`config.mk`:
```
export PLATFORM = sky130hd
export DESIGN_NAME = nibble_serial_adder
export DESIGN_NICKNAME = d
export VERILOG_FILES = /design/src/rtl/adder_pkg.sv /design/src/rtl/rippleAdder_4bit.sv /design/src/rtl/nibble_serial_adder.sv
export SDC_FILE = /design/constraint.sdc
export NUM_CORES = 1
export LEC_CHECK = 0
export CAP_MARGIN = 20
export CORE_UTILIZATION = 62
export CTS_CLUSTER_DIAMETER = 80
export DETAILED_ROUTE_END_ITERATION = 7
export DONT_BUFFER_PORTS = 1
export PLACE_DENSITY = 0.8
export SKIP_LAST_GASP = 1
export SLEW_MARGIN = 20
export SYNTH_ARGS = -nofsm -noshare
export SYNTH_HDL_FRONTEND = slang
export SYNTH_SLANG_ARGS = --single-unit
```
`constraint.sdc`:
```
create_clock -name clk -period 3.77 [get_ports clk]
set_clock_uncertainty 0.1 [all_clocks]
set_input_delay 0.377 -clock clk [delete_from_list [all_inputs] [get_ports clk]]
set_output_delay 0.377 -clock clk [all_outputs]
set_load 0.01 [all_outputs]
```
`src/rtl/adder_pkg.sv`:
```
// Shared definitions for the nibble-serial adder and its 4-bit slice.
//   NIBBLE_W : width of one slice pass
//   state_e  : controller state encoding (2'b11 unused, treated as IDLE)
package adder_pkg;

  localparam int unsigned NIBBLE_W = 4;

  typedef enum logic [1:0] {
    IDLE = 2'b00,
    RUN  = 2'b01,
    DONE = 2'b10
  } state_e;

endpackage

```
`src/rtl/rippleAdder_4bit.sv`:
```
// 4-bit ripple-carry adder slice, purely combinational.
//   a_i, b_i : nibble operands
//   c_i      : carry-in
//   s_o      : nibble sum
//   c_o      : carry-out of bit 3
module rippleAdder_4bit
  import adder_pkg::*;
(
  input  logic [NIBBLE_W-1:0] a_i,
  input  logic [NIBBLE_W-1:0] b_i,
  input  logic                c_i,
  output logic [NIBBLE_W-1:0] s_o,
  output logic                c_o
);

  logic [NIBBLE_W:0] c;

  always_comb begin
    c    = '0;
    s_o  = '0;
    c[0] = c_i;
    for (int unsigned i = 0; i < NIBBLE_W; i++) begin
      s_o[i]   = a_i[i] ^ b_i[i] ^ c[i];
      c[i+1]   = (a_i[i] & b_i[i]) | (c[i] & (a_i[i] ^ b_i[i]));
    end
    c_o = c[NIBBLE_W];
  end

endmodule

```
`src/rtl/nibble_serial_adder.sv`:
```
// Multi-cycle WIDTH-bit adder: one nibble per cycle through a 4-bit ripple
// slice, carry registered between passes. One addition in flight.
//   clk, rst_n          : clock, synchronous active-low reset
//   in_valid/in_ready   : operand handshake (a, b, cin); ready only in IDLE
//   out_valid/out_ready : result handshake (sum, cout, ovf); valid only in DONE
//   busy                : high while nibbles are being processed
module nibble_serial_adder
  import adder_pkg::*;
#(
  parameter int unsigned WIDTH = 16
) (
  input  logic             clk,
  input  logic             rst_n,
  input  logic             in_valid,
  output logic             in_ready,
  input  logic [WIDTH-1:0] a,
  input  logic [WIDTH-1:0] b,
  input  logic             cin,
  output logic             out_valid,
  input  logic             out_ready,
  output logic [WIDTH-1:0] sum,
  output logic             cout,
  output logic             ovf,
  output logic             busy
);

  localparam int unsigned NIBBLES = WIDTH / NIBBLE_W;
  localparam int unsigned IDX_W   = (NIBBLES > 1) ? $clog2(NIBBLES) : 1;
  localparam logic [IDX_W-1:0] LAST_IDX = IDX_W'(NIBBLES - 1);

  state_e                             state_q, state_d;
  logic [NIBBLES-1:0][NIBBLE_W-1:0]   a_q, a_d, b_q, b_d, sum_q, sum_d;
  logic                               carry_q, carry_d;
  logic                               cout_q, cout_d;
  logic                               ovf_q, ovf_d;
  logic [IDX_W-1:0]                   idx_q, idx_d;

  logic [NIBBLE_W-1:0]                sl_sum;
  logic                               sl_cout;

  rippleAdder_4bit u_slice (
    .a_i (a_q[idx_q]),
    .b_i (b_q[idx_q]),
    .c_i (carry_q),
    .s_o (sl_sum),
    .c_o (sl_cout)
  );

  always_comb begin
    state_d   = state_q;
    a_d       = a_q;
    b_d       = b_q;
    sum_d     = sum_q;
    carry_d   = carry_q;
    cout_d    = cout_q;
    ovf_d     = ovf_q;
    idx_d     = idx_q;
    in_ready  = 1'b0;
    out_valid = 1'b0;
    busy      = 1'b0;

    case (state_q)
      RUN: begin
        busy           = 1'b1;
        sum_d[idx_q]   = sl_sum;
        carry_d        = sl_cout;
        if (idx_q == LAST_IDX) begin
          // Final nibble: sign bits of both operands and the fresh sum MSB
          // come straight from this pass, so ovf needs no extra cycle.
          cout_d  = sl_cout;
          ovf_d   = a_q[NIBBLES-1][NIBBLE_W-1] ^ b_q[NIBBLES-1][NIBBLE_W-1]
                  ^ sl_sum[NIBBLE_W-1] ^ sl_cout;
          state_d = DONE;
        end else begin
          idx_d = idx_q + 1'b1;
        end
      end
      DONE: begin
        out_valid = 1'b1;
        if (out_ready) state_d = IDLE;
      end
      default: begin
        // IDLE, and the unused 2'b11 encoding behaves identically.
        in_ready = 1'b1;
        state_d  = IDLE;
        if (in_valid) begin
          a_d     = a;
          b_d     = b;
          carry_d = cin;
          idx_d   = '0;
          sum_d   = '0;
          state_d = RUN;
        end
      end
    endcase
  end

  always_ff @(posedge clk) begin
    if (!rst_n) begin
      state_q <= IDLE;
      a_q     <= '0;
      b_q     <= '0;
      sum_q   <= '0;
      carry_q <= 1'b0;
      cout_q  <= 1'b0;
      ovf_q   <= 1'b0;
      idx_q   <= '0;
    end else begin
      state_q <= state_d;
      a_q     <= a_d;
      b_q     <= b_d;
      sum_q   <= sum_d;
      carry_q <= carry_d;
      cout_q  <= cout_d;
      ovf_q   <= ovf_d;
      idx_q   <= idx_d;
    end
  end

  assign sum  = sum_q;
  assign cout = cout_q;
  assign ovf  = ovf_q;

endmodule

```
Yosys cells after proc, flatten, opt, wreduce, memory -nomap -nowiden
Cells that the tools add are included.
{"block": "totals", "regBits": 55, "output_inout_bits": 21}
{"block": "op_classes", "n_addsub": 1, "order_cmp": 2, "eq_ne": 6, "mux": 21, "n_bitwise": 25, "reduce_logical": 8}
{"operator": "16-bit case mux with 2 select lines", "n": 1}
{"operator": "4-bit binary-select mux with 2-bit select", "n": 2}
{"operator": "16-bit bitwise mux", "n": 1}
{"operator": "16-bit 2-to-1 mux", "n": 1}
{"operator": "4-bit 2-to-1 mux", "n": 3}
{"operator": "1-bit bitwise XOR", "n": 11}
{"operator": "1-bit bitwise AND", "n": 8}
{"operator": "4-bit demux with 2-bit select", "n": 1}
{"operator": "2-bit 2-to-1 mux", "n": 4}
{"operator": "2-bit case mux with 2 select lines", "n": 2}
{"operator": "2-bit AND reduction", "n": 4}
{"operator": "2-bit inequality test, second input constant", "n": 3}
{"operator": "1-bit 2-to-1 mux", "n": 5}
{"operator": "2-bit equality test, second input constant", "n": 2}
{"operator": "1-bit bitwise OR", "n": 4}
{"operator": "2-bit by 3-bit < comparator with 1-bit output, second input constant", "n": 1}
{"operator": "3-bit AND reduction", "n": 1}
{"operator": "2-bit by 1-bit adder with 2-bit output, second input constant", "n": 1}
{"operator": "2-bit by 1-bit equality test with 1-bit output, second input constant", "n": 1}
{"operator": "2-bit by 1-bit >= comparator with 1-bit output, second input constant", "n": 1}
{"operator": "1-bit inverter", "n": 2}
{"operator": "1-bit case mux with 2 select lines", "n": 1}
{"operator": "2-bit nonzero test", "n": 1}
{"operator": "2-bit OR reduction", "n": 1}
{"operator": "1-bit logical AND", "n": 1}

Longest topological paths before layout
Gate-level depths: netlist (run 1).
{"block": "logic_depth", "ltp_word": 12, "mapped_depth": 13, "mapped_depth_nobuf": 12}

Cells and area by module
Synthesis (run 1) repeated with hierarchy kept, for this count alone.
{"block": "hier_totals", "cells_unflattened": 294, "hier_area_um2": 2533.7}
{"mod": "nibble_serial_adder", "instances": 1, "cells_per_inst": 280, "area_per_inst_um2": 2416.1, "seq_area_each_um2": 1101.1}
{"mod": "rippleAdder_4bit", "instances": 1, "cells_per_inst": 14, "area_per_inst_um2": 117.6, "seq_area_each_um2": 0.0}

Worst setup path after synthesis (run 1)
OpenSTA, ideal clock, no wires.
{"block": "synth_path", "path_kind": "flip-flop to flip-flop", "from": "register idx_q[1]", "to": "register ovf_q (netlist: ovf)", "setup_ns": 0.121, "t_arrival_ns": 2.725, "required_ns": 3.549, "setup_slack_ns": 0.823, "path_stages_with_launch": 14, "cell_sequence": "dfxtp_1 > buf_2 > mux4_2 > inv_1 > fa_1 > inv_1 > fa_1 > inv_1 > fa_1 > inv_1 > fa_1 > xnor2_1 > xnor2_1 > a21oi_1"}
{"block": "synth_via", "elab_chain_cells": 12, "word_cells_on_any_way": 25, "cone_classes": "1 x eq/ne; 4 x mux; 19 x bitwise; 1 x reduce/logical"}
{"element": "start, declared", "line_no": "nibble_serial_adder.sv:36", "rtl": "logic [IDX_W-1:0] idx_q, idx_d;"}
{"element": "start signal, assigned", "line_no": "nibble_serial_adder.sv:116", "rtl": "idx_q <= idx_d;"}
{"element": "4-bit binary-select mux with 2-bit select, on equally long branches", "line_no": "nibble_serial_adder.sv:42, nibble_serial_adder.sv:43"}
{"element": "4-bit 2-to-1 mux, on equally long branches", "line_no": "nibble_serial_adder.sv:42, nibble_serial_adder.sv:43"}
{"element": "1-bit bitwise XOR", "line_no": "rippleAdder_4bit.sv:24", "rtl": "c[i+1] = (a_i[i] & b_i[i]) | (c[i] & (a_i[i] ^ b_i[i]));"}
{"element": "1-bit bitwise AND", "line_no": "rippleAdder_4bit.sv:24"}
{"element": "1-bit bitwise OR", "line_no": "rippleAdder_4bit.sv:24"}
{"element": "1-bit bitwise AND", "line_no": "rippleAdder_4bit.sv:24"}
{"element": "1-bit bitwise OR", "line_no": "rippleAdder_4bit.sv:24"}
{"element": "1-bit bitwise AND", "line_no": "rippleAdder_4bit.sv:24"}
{"element": "1-bit bitwise OR", "line_no": "rippleAdder_4bit.sv:24"}
{"element": "1-bit bitwise XOR / 1-bit bitwise AND (equally long branches)", "line_no": "rippleAdder_4bit.sv:23, rippleAdder_4bit.sv:24"}
{"element": "1-bit bitwise XOR / 1-bit bitwise OR (equally long branches)", "line_no": "nibble_serial_adder.sv:72, rippleAdder_4bit.sv:24"}
{"element": "1-bit bitwise XOR", "line_no": "nibble_serial_adder.sv:72", "rtl": "^ sl_sum[NIBBLE_W-1] ^ sl_cout;"}
{"element": "end signal, assigned", "line_no": "nibble_serial_adder.sv:115", "rtl": "ovf_q <= ovf_d;"}
{"element": "end, declared", "line_no": "nibble_serial_adder.sv:35", "rtl": "logic ovf_q, ovf_d;"}
Several ways; a longest one is shown, not always the timed one. The select of a mux whose other input is x is not followed.
A chain may end at the register's enable or synchronous reset.

Worst setup path after layout (run 1)
{"block": "layout_path", "from": "register idx_q[0]", "to": "register ovf_q (netlist: ovf)"}
Same word-level chain as after synthesis.

==> results of run 1 <==
==> per-stage QoR <==
stage	setup slack (ps)	instances	area [µm²]
global route	436.9	330	2557
floorplan	823.3	293	2516
global placement	758.7	322	2469
detailed placement	685.2	322	2469
finish	675.2	330	2557
CTS	669.1	330	2557
==> cells in the mapped netlist (all sizes together), types with 2 or more instances <==
cell / count / area [µm²]
o21ai: 21 / 105.1
and2: 2 / 12.51
and3b: 3 / 26.28
xnor2: 3 / 26.28
dfxtp: 55 / 1101
nand2: 75 / 281.5
mux4: 8 / 180.2
nor2: 4 / 15.01
nand3: 8 / 40.04
ha: 6 / 75.07
fa: 4 / 80.08
mux2i: 5 / 50.05
a21oi: 55 / 275.3
inv: 15 / 56.30
buf: 15 / 100.1
clkbuf: 6 / 22.52
nor2b: 2 / 20.02
==> placed cells by master, fill, tap and decap left out, types with 4 or more instances in the layout <==
cell type | synthesis | final
nor2_1 | 4 | 4
nand2_1 | 75 | 75
a21oi_1 | 55 | 55
clkbuf_8 | 0 | 5
ha_1 | 6 | 6
mux2i_1 | 5 | 5
dfxtp_1 | 55 | 55
o21ai_0 | 21 | 21
nand3_1 | 8 | 8
inv_1 | 14 | 14
mux4_2 | 8 | 8
fa_1 | 4 | 4
==> flip-flops by register name, summed over array words and instances, names as in the netlist <==
name / count
cout: 1
a_q: 16
state_q: 2
b_q: 16
ovf: 1
idx_q: 2
carry_q: 1
sum: 16
==> power by group <==
part           leakage, nW  switching, mW  internal (mW)  total (mW)
Clock               0.0402          0.192          0.130       0.322
Sequential           0.449         0.0172          0.607       0.624
Combinational        0.419         0.0792         0.0511       0.130
Total                0.909          0.288          0.787        1.08
==> metal layers <==
| layer | global-route usage | vias to the layer above | share of wire |
|---|---|---|---|
| met4 | 0.07065 | 0 | 0.0097 |
| met3 | 0.05903 | 7 | 0.055 |
| met1 | 0.3219 | 883 | 0.45 |
| met2 | 0.3992 | 47 | 0.48 |
| met5 | 0 | - | 0 |
| li1 | - | 955 | - |
==> path summary, 6_finish.rpt <==
path,to,slack (ps),depth (start not counted)
setup / recovery,ovf,680,10
hold / removal,a_q[9],80,2
setup reg to reg,ovf,680,10
hold reg to reg,b_q[5],360,2
==> cell families (layout without fill, tap and decap cells) <==
group	Yosys count	count (layout)
AO/OA/AOI/OAI	79	79
XOR/XNOR	3	3
adder cells (fa/ha/maj)	10	10
buffers and inverters	36	25
flip-flops	55	55
multiplexers	13	13
AND/OR/NAND/NOR	97	97
==> final cells by class <==
class	count	area, µm²	area share
inverter	15	56.30	0.02202
timing repair buffer	2	15.01	0.005871
clock inverter	3	20.02	0.007828
tap	48	60.06	0.02348
sequential	55	1101	0.4305
multi-input combinational	202	1236	0.4834
clock buffer	5	68.82	0.02691
==> critical path, cell delays in order, from the launching register on <==
cell and delay, ps:
dfxtp_1 420, buf_4 230, mux4_2 530, fa_1 430
inv_1 80, fa_1 170, inv_1 50, fa_1 590
xnor2_1 160, xnor2_1 140, a21oi_1 80
==> summary.txt, run 1 <==
STA
  • Fmax: around 320 MHz
  • RSZ-0062 raised after global routing: no
  • Fin Setup TNS: 0 ps
  • Final period utilization: 0.8209
  • Slew headroom: 0.3068
  • Max-slew violations: 0
  • Transition time at the pin with the least slew margin: 1037 ps
  • Hold_ws: 79.77 ps
  • Tmin final: 3095 ps
  • Final Hold Fails: 0
  • Final setup fails: 0

Synth
  • Simple-gate area share of the yosys netlist: 0.1661
  • Cell variety after synth: 27
  • Synth Area in Adders: 0.06166
  • Async SR Flop Fraction: 0
  • Top FF cell, synth: dfxtp_1
  • Largest family of logic cells by synthesized area: simple AND/OR/NAND/NOR gates
  • Seq/Total Area, Yosys: 0.4376
  • Area fraction in compound gates after synthesis: 0.1616
  • Mux cell area share after synthesis: 0.09150
  • Post-Syn Nets: 340
  • Cell count after synthesis: 293
  • Ys Warns: 0
  • Syn_area_per_cell: 8.588 µm²
  • Register bit total from synthesis: 55
  • EDFF count, synth: 0
  • Synthesized area: 2516 µm²
  • Xor/xnor share of the synthesized area: 0.01044

Setup path
  • Arr. time, crit path: 3180 ps
  • CP Capture Type: register
  • Crit path max fanout: 11
  • Startpoint types: register
  • Crit Path Class: reg -> reg
  • Req. time, crit path: 3860 ps
  • FF-to-FF Start: idx_q[0]
  • Worst setup path start: idx_q[0]

Clock network
  • CTS clk-pin slew, worst paths: ~110 ps
  • Clock buffer depth: 2
  • TritonCTS Buffers: 5
  • Root buffer cell: clkbuf_8
  • Post-CTS Hold Buffers: 0
  • Clock Sinks: 55
  • CTS resizes: 0
  • Clk Latency, worst-skew pair: 320 ps
  • Post-CTS Setup Bufs: 0
  • CTS tree: yes
  • H-tree depth: 2

Placed design
  • Post-DP HPWL: 3451 µm
  • Routability Congestion: 0.8209
  • Port Buffer Count: 0

Global route
  • Global route total overflow: 0
  • Total track usage: 0.2456
  • Vias in the first global route: roughly 1,700
  • First-pass GRT wire length: 8031 µm
  • Largest net degree at the start of global routing: 54
  • Antenna violations before repair: 0

Final layout
  • Layout Area Growth over Synthesis: 1.641%
  • Fill cell count: 329
  • Layout Utilization: 0.6782
  • ANT cells: 0
  • Layout cells sized above 1: 0.07092
  • Nets: approximately 330

Run status
  • Status: finished clean

Route
  • Detailed Route Iter0 Violations: 155
  • Wire per inst: 14.66 µm
  • Final WL: 4838 µm
  • # DRC: 0
  • Pre-antenna DRT Iters: 4
  • DR vias/cell: 5.733
  • Vias: 1,892
  • Detail Route Antenna Nets: 0

Floorplan
  • Initial core utilization: 0.6672
  • CORE AREA: 3771 µm²
  • I/O pin count: 58
  • Die Span X: 65.71 µm
  • # rows: 22
  • Die Span Y: 65.71 µm
  • Die area: 4317 µm²

Power and ir drop
  • Pwr dens: 420.6 nW/µm²
  • Total power: 1.076 mW
  • Peak supply drop: a little over 300 µV
  • Leakage: 0.9085 nW

Flow run
  • Total of max-cap violations: 0

Worst hold path
  • Worst Hold Class: in -> reg
  • Hold Startpoint: a[9]
Note: power is estimated with default switching activity, not from simulation.
==> run 2, diff against run 1 <==
CORE_UTILIZATION = 56   (was 62)
PLACE_DENSITY = 0.76   (was 0.8)
clock period = 2.55 ns   (was 3.77 ns; I/O delays follow)
==> summary.txt, run 2 (synthesized netlist as in run 1, its figures left out) <==
Route
  • Vias: 2,089
  • Wire per inst: 14.58 µm
  • Pre-antenna DRT Iters: 4
  • # DRC: 0
  • Detail Route Antenna Nets: 0
  • Detailed Route Iter0 Violations: 130
  • DR vias/cell: 5.571
  • Final WL: approximately 5500 µm

Power and ir drop
  • Int Power: roughly 1.3 mW
  • Leakage: about 1.1 nW
  • Clock power frac: 0.301
  • Net load switching power: 0.4283 mW
  • Seq pwr share: 0.540
  • Peak supply drop: 361.4 µV
  • Comb pwr share: 0.159
  • Switching Share: 0.2516
  • Pwr dens: approximately 560 nW/µm²

Placed design
  • Cell Area, Placed: 2549 µm²
  • Routability Congestion: 0.7272
  • Post-DP HPWL: around 3600 µm
  • Port Buffer Count: 0
  • Pre-CTS setup slack: -336.6 ps

STA
  • Slew headroom: 0.3954
  • Transition time at the pin with the least slew margin: 906.9 ps
  • Max-slew violations: 0
  • Hold_ws: 8.050 ps
  • Fmax: 347.6 MHz
  • Tmin final: 2877 ps
  • Final period utilization: 1.128
  • Final setup fails: 10
  • RSZ-0062 raised after global routing: yes
  • Final Hold Fails: 0
  • Final worst-path setup slack: -326.9 ps

Final layout
  • Most frequent cells in the layout: nand2_1 (75), dfxtp_1 (53), a21oi_1 (51), dlygate4sd3_1 (31), o21ai_0 (21)
  • Commonest non-fill, non-tap cell in the layout: nand2_1
  • Layout Area Growth over Synthesis: 19.84%
  • Non-Filler Cell Area, Final: 3015 µm²
  • Fill cell count: 347
  • Nets: 369
  • Layout cells sized above 1: 0.1393
  • Layout Utilization: 0.6973
  • ANT cells: 0

Global route
  • Vias in the first global route: 2,194
  • Global route total overflow: 0
  • Largest net degree at the start of global routing: 54
  • Total track usage: 0.2409
  • Antenna violations before repair: 0
  • First-pass GRT wire length: 9308 µm

Flow run
  • Total of max-cap violations: 0

Setup path
  • Worst Setup EP: ovf
  • Startpoint types: register
  • FF-to-FF End: ovf
  • Req. time, crit path: 2640 ps
  • Register-to-Register Path Depth: 12
  • Crit Path Class: reg -> reg
  • CP Capture Type: register
  • FF-to-FF Start: idx_q[1]
  • Crit path max fanout: 4
  • Arr. time, crit path: between 2000 and 3000 ps
  • Register-to-register setup slack: -330 ps
  • Worst setup path start: idx_q[1]

Floorplan
  • # rows: 24
  • Die Span Y: 69.03 µm
  • Die Span X: about 70 µm
  • I/O pin count: 58
  • Initial core utilization: 0.5819
  • Die area: 4765 µm²
  • CORE AREA: 4324 µm²

Clock network
  • Clk Latency, worst-skew pair: 300 ps
  • H-tree depth: 2
  • Clock Sinks: 55
  • TritonCTS Buffers: 5
  • CTS tree: yes
  • CTS clk-pin slew, worst paths: 90 ps
  • Root buffer cell: clkbuf_8
  • Clock buffer depth: 2

Run status
  • Status: complete, but fails checks
  • Failing checks: setup timing

Worst hold path
  • Worst Hold Class: in -> reg
run 2: routing by layer:
metal / share of wire / routed length (µm) / global-route usage
met5: 0 / 0 / 0
met1: 0.42 / 2292 / 0.2782
met3: 0.047 / 256 / 0.05409
met2: 0.52 / 2823 / 0.4391
met4: 0.017 / 94 / 0.07483
run 2: worst max-delay path, cell delays in order (launching register included):
cell,delay [ps]
dfxtp_4,380
mux4_2,500
inv_2,70
fa_1,150
inv_1,50
fa_2,330
inv_2,60
fa_2,180
inv_2,40
fa_2,560
xnor2_2,130
xnor2_1,150
a21oi_1,80
run 2: final cells by class:
type	instances	area, µm²	share of cell area
Multi-Input combinational cell	202	1274	0.4224
Sequential cell	55	1109	0.3676
Timing Repair Buffer	43	411.6	0.1365
Clock buffer	8	100.1	0.03320
Tap cell	52	65.06	0.02158
Inverter	15	56.30	0.01867
run 2: metrics by stage:
step,power (mW),setup TNS [ps],std cells
global placement,1.148,-1174,335
finish,1.702,-1546,375
detailed placement,1.155,-1562,335
global route,1.777,-2453,375
CTS,1.697,-1322,373
floorplan,1.108,-517.7,293
run 2: what timing repair did:
item,CTS,global route
setup buffers,0,1
pin swaps,4,3
setup endpoints to repair,11,11
endpoints found under the hold margin,31,1
resized for setup,7,9
hold buffers,30,1
run 2: worst min path at each step:
stage               slack (ps)  cells past startpoint  endpoint  startpoint
floorplan                  290                      2    a_q[0]        a[0]
global placement           290                      2   a_q[13]       a[13]
detailed placement         300                      2    b_q[6]        b[6]
CTS                          3                      2   b_q[15]       b[15]
global route                 3                      2    b_q[1]        b[1]
finish                       8                      2    b_q[1]        b[1]
run 2: power groups by stage:
| stage | Clock, mW | Sequential, mW | Combinational [mW] |
|---|---|---|---|
| finish | 0.512 | 0.919 | 0.271 |
| global placement | 0 | 0.938 | 0.210 |
| detailed placement | 0 | 0.941 | 0.214 |
| CTS | 0.518 | 0.921 | 0.258 |
| floorplan | 0 | 0.933 | 0.175 |
| global route | 0.554 | 0.924 | 0.298 |
==> run 3, diff against run 2 <==
PLACE_DENSITY = default   (was 0.76)
PLACE_DENSITY_LB_ADDON = 0.2   (was default)
RECOVER_POWER = 25   (was default)
==> summary.txt, run 3 (synthesized netlist as in run 1, its figures left out) <==
Placed design
  • Port Buffer Count: 0
  • Routability Congestion: 0.7894
  • Pre-CTS setup slack: -370.4 ps
  • Post-DP HPWL: around 3500 µm

Power and ir drop
  • Total power: 1.679 mW
  • Peak supply drop: 378.3 µV
  • Leakage: between 1 and 1.5 nW
  • Pwr dens: 555.4 nW/µm²

Global route
  • Antenna violations before repair: 0
  • Global route total overflow: 0
  • First-pass GRT wire length: 9315 µm
  • Vias in the first global route: 2,099
  • Largest net degree at the start of global routing: 54
  • Total track usage: 0.2452

STA
  • Slew headroom: 0.4138
  • Tmin final: 2900 ps
  • Final Hold Fails: 0
  • Final period utilization: 1.137
  • RSZ-0062 raised after global routing: yes
  • Final worst-path setup slack: -350.3 ps
  • Max-slew violations: 0
  • Transition time at the pin with the least slew margin: 878.0 ps
  • Fmax: 344.8 MHz
  • Final setup fails: 11

Final layout
  • Commonest non-fill, non-tap cell in the layout: nand2_1
  • Most frequent cells in the layout: nand2_1 (75), a21oi_1 (55), dfxtp_1 (53), dlygate4sd3_1 (33), o21ai_0 (21)
  • Layout cells sized above 1: 0.1376
  • ANT cells: 0
  • Fill cell count: 347
  • Nets: 373
  • Layout Area Growth over Synthesis: 20.14%

Setup path
  • Req. time, crit path: between 2000 and 3000 ps
  • Arr. time, crit path: approximately 3000 ps
  • Crit path max fanout: 4
  • Startpoint types: register
  • Crit Path Class: reg -> reg
  • CP Capture Type: register

Clock network
  • Clock buffer depth: 2
  • TritonCTS Buffers: 5
  • H-tree depth: 2
  • Post-CTS Setup Bufs: 0
  • Root buffer cell: clkbuf_8
  • Clock Sinks: 55
  • CTS tree: yes
  • CTS clk-pin slew, worst paths: approximately 90 ps
  • Clk Latency, worst-skew pair: 310 ps

Worst hold path
  • Worst Hold Class: in -> reg

Flow run
  • Total of max-cap violations: 0

Floorplan
  • Die area: 4765 µm²
  • Initial core utilization: 0.5819
  • I/O pin count: 58
  • Die Span Y: 69.03 µm
  • # rows: 24
  • CORE AREA: 4324 µm²
  • Die Span X: 69.03 µm

Route
  • # DRC: 0
  • Pre-antenna DRT Iters: 4
  • Vias: 2,098
  • Final WL: 5457 µm
  • Wire per inst: 14.40 µm
  • DR vias/cell: 5.536
  • Detail Route Antenna Nets: 0
  • Detailed Route Iter0 Violations: 150

Run status
  • Failing checks: setup timing
  • Status: complete, but fails checks
## run 3: changes by cell type in the layout (fill, tap and decap cells not counted), moves of 2 or more
cell / change
a21oi_1: +4
buf_4: +3
a21oi_2: -4
dlygate4sd3_1: +2
## run 3: repair_timing
item,4_1_cts,5_1_grt
resized for setup,9,3
hold buffers,33,0
pin swaps,6,6
endpoints found under the hold margin,34,0
endpoints found under the setup margin,11,11
## run 3: worst paths after layout
path | endpoint | from | slack [ps] | cells after the start
setup / recovery | ovf | idx_q[0] | -350 | 12
hold / removal | state_q[1] | out_ready | 70 | 2
setup reg to reg | ovf | idx_q[0] | -350 | 12
hold reg to reg | b_q[11] | b_q[11] | 360 | 2
## run 3: layout make-up
class,count,area [µm²],share of cell area
Sequential cell,55,1106,0.3659
Inverter,15,56.30,0.01863
Clock inverter,1,5.005,0.001656
Clock buffer,7,86.33,0.02856
Timing Repair Buffer,47,442.9,0.1465
Multi-Input combinational cell,202,1261,0.4172
Tap cell,52,65.06,0.02152
## run 3: layer usage
metal	up-vias	track usage	wire length, µm
li1	1046	-	-
met1	984	0.3016	2406
met2	58	0.4153	2691
met3	10	0.06725	276
met4	0	0.07937	82
met5	-	0	0
## run 3: critical path, cell delays in order (launching register included)
cell,delay [ps]
dfxtp_4,380
mux4_2,500
inv_2,80
fa_2,190
inv_2,40
fa_2,320
inv_2,60
fa_2,180
inv_2,40
fa_2,550
xnor2_2,110
xnor2_1,140
a21oi_1,80
## run 3: metrics by stage
stage / hold WS (ps) / TNS (ps) / std cells / util / area [µm²]
floorplan: 291.0 / -517.7 / 293 / - / 2530
global placement: 293.5 / -1410 / 338 / 0.5946 / 2571
global route: 66.44 / -3003 / 379 / 0.6991 / 3023
detailed placement: 297.6 / -1982 / 338 / 0.5946 / 2571
finish: 68.93 / -1900 / 379 / 0.6991 / 3023
CTS: 62.83 / -2247 / 379 / 0.6965 / 3012
## run 3: power breakdown
| group | total [mW] | internal, mW | switching, mW |
|---|---|---|---|
| registers | 0.920 | 0.897 | 0.0236 |
| clock network | 0.487 | 0.220 | 0.268 |
| logic | 0.272 | 0.132 | 0.139 |
| total | 1.68 | 1.25 | 0.431 |
